### config.mk
export PLATFORM = sky130hd
export DESIGN_NAME = reg_scoreboard
export DESIGN_NICKNAME = d
export VERILOG_FILES = /design/src/rtl/reg_scoreboard.sv
export SDC_FILE = /design/constraint.sdc
export NUM_CORES = 1
export LEC_CHECK = 0
export BUFFER_PORTS_ARGS = -buffer_cell sky130_fd_sc_hd__buf_2
export CAP_MARGIN = 20
export CORE_AREA = 2 2 208 210
export DETAILED_ROUTE_END_ITERATION = 8
export DIE_AREA = 0 0 210 212
export PLACE_DENSITY_LB_ADDON = 0.12
export SLEW_MARGIN = 40
export SYNTH_ARGS = -nofsm -noshare
export SYNTH_HDL_FRONTEND = slang
export SYNTH_SLANG_ARGS = --single-unit
### constraint.sdc
create_clock -name clk -period 3.22 [get_ports clk]
set_input_delay 0 -clock clk [delete_from_list [all_inputs] [get_ports clk]]
set_output_delay 0 -clock clk [all_outputs]
set_load 0.05 [all_outputs]
### src/rtl/reg_scoreboard.sv
`default_nettype none
// ============================================================================
// Module      : reg_scoreboard
// Description : Operand-resolution and interlock unit for the in-order
//               pipeline. Resolves NSRC source operands per cycle from NFWD
//               prioritised bypass sources, the register file, or the
//               constant x0, and tracks in-flight writes per register with
//               saturating pending counters (issue to commit).
// Ports       : clk, reset (async, active-low)
//               issue_*   : instruction presented by decode
//               rf_q      : register-file read data for issue_rs
//               issue_ready / opnd : combinational resolution result
//               fwd_*     : bypass sources, index 0 = youngest
//               commit_*  : write retiring to the register file
//               flush     : kill all uncommitted instructions
//               err       : sticky, commit to a register with nothing pending
//               stall_cnt : saturating count of stalled issue cycles
// Revision    : 1.0 - initial release
// ============================================================================
module reg_scoreboard #(
    parameter int XLEN    = 64,
    parameter int NSRC    = 2,
    parameter int NFWD    = 3,
    parameter int MAXPEND = 3
) (
    input  logic                 clk,
    input  logic                 reset,
    input  logic                 issue_valid,
    input  logic                 issue_regwrite,
    input  logic [4:0]           issue_rd,
    input  logic [NSRC*5-1:0]    issue_rs,
    input  logic [NSRC*XLEN-1:0] rf_q,
    output logic                 issue_ready,
    output logic [NSRC*XLEN-1:0] opnd,
    input  logic [NFWD-1:0]      fwd_valid,
    input  logic [NFWD*5-1:0]    fwd_dst,
    input  logic [NFWD*XLEN-1:0] fwd_data,
    input  logic [NFWD-1:0]      fwd_ready,
    input  logic                 commit_valid,
    input  logic [4:0]           commit_rd,
    input  logic                 flush,
    output logic                 err,
    output logic [31:0]          stall_cnt
);

    localparam int            CW        = $clog2(MAXPEND + 1);
    localparam logic [CW-1:0] C_MAXPEND = CW'(MAXPEND);

    // Entry 0 is held at zero so x0 never looks pending.
    logic [CW-1:0] r_pend [32];
    logic          r_err;
    logic [31:0]   r_stall_cnt;

    logic [NSRC-1:0] w_res;
    logic            w_sat;
    logic            w_fire;
    logic [31:1]     w_inc;
    logic [31:1]     w_dec;

    // ------------------------------------------------------------------
    // Per-source operand resolution
    // ------------------------------------------------------------------
    generate
        for (genvar s = 0; s < NSRC; s++) begin : g_src
            logic [4:0]      w_rs;
            logic            w_hit;
            logic            w_hit_rdy;
            logic [XLEN-1:0] w_hit_data;
            logic            w_res_s;
            logic [XLEN-1:0] w_opnd_s;

            assign w_rs = issue_rs[s*5 +: 5];

            // Scan from oldest to youngest so the lowest matching index
            // (youngest producer) is the one left standing.
            always_comb begin
                w_hit      = 1'b0;
                w_hit_rdy  = 1'b0;
                w_hit_data = '0;
                for (int i = NFWD - 1; i >= 0; i--) begin
                    if (fwd_valid[i] && (fwd_dst[i*5 +: 5] == w_rs) &&
                        (fwd_dst[i*5 +: 5] != 5'd0)) begin
                        w_hit      = 1'b1;
                        w_hit_rdy  = fwd_ready[i];
                        w_hit_data = fwd_data[i*XLEN +: XLEN];
                    end
                end
            end

            always_comb begin
                w_res_s  = 1'b1;
                w_opnd_s = '0;
                if (w_rs != 5'd0) begin
                    if (w_hit) begin
                        if (w_hit_rdy) begin
                            w_opnd_s = w_hit_data;
                        end else begin
                            w_res_s = 1'b0;
                        end
                    end else if (r_pend[w_rs] == '0) begin
                        w_opnd_s = rf_q[s*XLEN +: XLEN];
                    end else begin
                        // Write in flight in a unit with no bypass path.
                        w_res_s = 1'b0;
                    end
                end
            end

            assign w_res[s]               = w_res_s;
            assign opnd[s*XLEN +: XLEN]   = w_opnd_s;
        end
    endgenerate

    assign w_sat       = issue_regwrite && (issue_rd != 5'd0) &&
                         (r_pend[issue_rd] == C_MAXPEND);
    assign issue_ready = (&w_res) && !w_sat;
    assign w_fire      = issue_valid && issue_ready;

    always_comb begin
        w_inc = '0;
        w_dec = '0;
        for (int r = 1; r < 32; r++) begin
            w_inc[r] = w_fire && issue_regwrite && (issue_rd == 5'(r));
            w_dec[r] = commit_valid && (commit_rd == 5'(r)) && (r_pend[r] != '0);
        end
    end

    // ------------------------------------------------------------------
    // Pending counters, sticky error, stall counter
    // ------------------------------------------------------------------
    always_ff @(posedge clk or negedge reset) begin
        if (!reset) begin
            for (int r = 0; r < 32; r++) begin
                r_pend[r] <= '0;
            end
            r_err       <= 1'b0;
            r_stall_cnt <= '0;
        end else begin
            if (issue_valid && !issue_ready && (r_stall_cnt != 32'hFFFF_FFFF)) begin
                r_stall_cnt <= r_stall_cnt + 32'd1;
            end
            if (flush) begin
                // Flush wins over same-cycle issue and commit; the error
                // check is skipped because the commit is being discarded.
                for (int r = 1; r < 32; r++) begin
                    r_pend[r] <= '0;
                end
            end else begin
                for (int r = 1; r < 32; r++) begin
                    if (w_inc[r] && !w_dec[r]) begin
                        r_pend[r] <= r_pend[r] + CW'(1);
                    end else if (w_dec[r] && !w_inc[r]) begin
                        r_pend[r] <= r_pend[r] - CW'(1);
                    end
                end
                if (commit_valid && (commit_rd != 5'd0) && (r_pend[commit_rd] == '0)) begin
                    r_err <= 1'b1;
                end
            end
        end
    end

    assign err       = r_err;
    assign stall_cnt = r_stall_cnt;

endmodule
`default_nettype wire
==> reports/qor.csv <==
stage;metric;value;unit
status;status;completed;
timing;post-layout min period;3.07;ns
yosys;synthesized area;11100;um^2
drt;1st-iter DRT viols;1951;
timing;final worst path period share;0.953;
yosys;library cells used by synthesis;63;
drt;routed vias/inst;6.03;
layout;area of the multi-input gates;8240;um^2
yosys;Mapped Cells;1505;
drt;antenna viol nets, final;0;
power_and_ir_drop;pwr/cell area;308;nW/um^2
yosys;Yosys warnings;2;
setup_path;startpoint types;register;
clock_network;clk sinks;95;
global_route;GRT overflow;0;
setup_path;CP required;3.22;ns
power_and_ir_drop;Comb power frac;0.478;
floorplanning;die height;212;um
drt;met2 wire len;29500;um
yosys;synth top area cells;dfrtp_1, a221o_1, o211ai_1;
clock_network;Worst-Skew Late Latency;0.37;ns
global_route;largest net degree at the start of global routing;65;
floorplanning;num rows;76;
floorplanning;Die Wd;210;um
timing;normalized max-slew margin;0.391;
floorplanning;Die ar.;44500;um^2
global_route;number of global-route vias before repair;14000;
floorplanning;Core Box Area;42500;um^2
drt;vias;15500;
flow_run;Maximum Capacitance Violations;0;
global_route;Tot GR Track Use;0.285;
timing;Slew Viols, Final;0;
timing;TNS Setup;0;ns
timing;clk_skew;0.0132;ns
yosys;Avg Cell Area, Syn;7.37;um^2
layout;Seq. cell area;2380;um^2
drt;total wire length;67500;um
power_and_ir_drop;VDD IR-drop max;0.444;mV
power_and_ir_drop;Flop pwr share;0.265;
drt;met3 WL;6270;um
clock_network;Clock Path Buffers;2;
global_route;antenna violations before repair;28;
yosys;Seq cells post-synth;95;
layout;Area Overhead vs Synth;39.8;%
layout;Final Util;0.365;
clock_network;Num CTS Buffers;9;
drt;wire length on met1;29600;um
layout;Filler cells;4551;
timing;endpoints failing setup;0;
timing;worst slew pin tran;0.914;ns
placement;Placed Area;15000;um^2
drt;WL per Instance;26.2;um
timing;RSZ-0062 raised after global routing;false;
yosys;Mapped Nets;1873;
clock_network;H-Tree Depth;3;
floorplanning;Initial Utilization;0.261;
setup_path;CP endpoint kind;output pin;
global_route;first-pass GRT wire length;95800;um
floorplanning;num ports;529;
power_and_ir_drop;switching share of power;0.469;
drt;top sig layer;met5;
clock_network;Post-CTS Setup Inserts;0;
power_and_ir_drop;Clk pwr share;0.257;
layout;final instance area;15500;um^2
placement;GPL Wtd Cong;1.02;
timing;fmax;0.326;GHz
clock_network;clk slew on worst S/H paths;0.08;ns
yosys;most area-hungry cell type in the Yosys netlist;dfrtp_1;
layout;ratio of cells with drive above 1 in the final layout;0.363;
yosys;Post-synth ARST share;1.00;
layout;Total Nets Final;2374;
yosys;Seq/Total Area, Yosys;0.214;
power_and_ir_drop;Leak;6.90;nW
drt;detailed-route DRC error count;0;
placement;Detailed Place HPWL;51400;um
setup_path;critical path type;register to output pin;
clock_network;CTS tree;yes;
yosys;Synth top area share;0.214;
placement;Port Buffers;528;
yosys;ys flop type;dfrtp_1;
yosys;number of synthesized flops with an enable pin;0;
setup_path;worst path arrival time;3.07;ns
power_and_ir_drop;net switching power;0.00224;W
clock_network;clk root buf;clkbuf_16;
drt;drt pass-1 iters;6;
power_and_ir_drop;Int Pwr;0.00254;W
timing;Fin. Hold Viols;0;
setup_path;crit-path max FO;14;
min_path;Min-Delay Path Class;input pin to register;
cell usage in the layout, fill, tap and decap left out, drive strengths merged, types with 47 or more instances in the layout:
cell / instances
a21oi: 185
a221o: 128
buf: 640
dfrtp: 95
nand2: 210
nand3: 47
nor2: 85
nor3: 59
o211ai: 145
o21ai: 50
cell type report:
class	instances	share of cell area
well taps	546	0.0440
repair buffers	643	0.242
clock buffers	9	0.0145
clock inverters	7	0.00726
flip-flops and latches	95	0.153
inverters	20	0.00500
diodes	18	0.00290
multi-input cells	1237	0.531
stage by stage:
stage               std cells  worst slack (ns)  hold slack [ns]  total power [W]
floorplan                1505             0.430           -0.296          0.00261
global placement         2539             0.140           0.0955          0.00352
detailed placement       2539            0.0914           0.0985          0.00352
CTS                      2557            0.0441           0.0839          0.00476
global route             2571            0.0215            0.133          0.00497
finish                   2575             0.153           0.0931          0.00478
cells in the mapped netlist, types with 18 or more instances:
cell and n:
o21ai_0 49, clkbuf_1 126, and3_1 18, o211ai_1 145, xnor2_1 32, xor2_1 29
mux4_2 22, and2_1 22, a221o_1 128, nand3_1 47, a21oi_1 185, nor3_1 59
dfrtp_1 95, nor2_1 85, nand2_1 210, inv_1 19
sequential cells by signal, summed over array words and instances, names as in the netlist:
register,flops
stall_cnt,32
r_pend,62
err,1
kinds of logic after synthesis:
group / after synthesis / synth area share
adders and majority gates: 1 / 0.00113
and+or+nand+nor: 560 / 0.247
AOI/OAI and AO/OA: 585 / 0.376
buffers and inverters: 173 / 0.0609
muxes: 30 / 0.0524
DFF: 95 / 0.214
xor gates and xnor gates: 61 / 0.0482
path summary, 6_finish.rpt:
| check | slack [ns] | endpoint | startpoint | depth (start not counted) |
|---|---|---|---|---|
| min in group asynchronous | 0.20 | stall_cnt[6] | reset | 2 |
| hold / removal | 0.09 | r_pend[47] | flush | 4 |
| setup / recovery | 0.15 | issue_ready | r_pend[28] | 12 |
| max in group asynchronous | 2.12 | r_pend[18] | reset | 3 |
| hold reg to reg | 0.49 | stall_cnt[13] | stall_cnt[13] | 1 |
| setup reg to reg | 0.19 | stall_cnt[25] | r_pend[2] | 11 |
routing by layer:
metal / up-vias / track usage
met5: - / 0
met1: 7713 / 0.398
met3: 126 / 0.0749
met2: 828 / 0.428
met4: 16 / 0.0912
li1: 6854 / -
what timing repair did:
action	in CTS	in global routing
pin swaps	0	2
endpoints found under the hold margin	50	0
cloned	0	0
hold buffers	2	0
setup endpoints to repair	36	35
resized for setup	2	23
worst max-delay path, cell delays in order (launching register included):
cell	delay, ns
dfrtp_1	0.38
buf_4	0.14
and3b_1	0.17
a311o_1	0.28
a31oi_2	0.24
o221ai_2	0.17
a311oi_1	0.36
buf_4	0.20
o221ai_4	0.10
inv_4	0.10
buf_12	0.16
buf_12	0.14
clkbuf_4	0.23
power by group through the flow:
stage	Clock [W]	Sequential [W]	Combinational, W
2_1_floorplan	0	0.00139	0.00123
3_3_place_gp	0	0.00129	0.00223
3_5_place_dp	0	0.00129	0.00223
4_1_cts	0.00125	0.00127	0.00225
5_1_grt	0.00130	0.00127	0.00239
6_report	0.00123	0.00127	0.00229
Power figures use the tool's default switching activity.
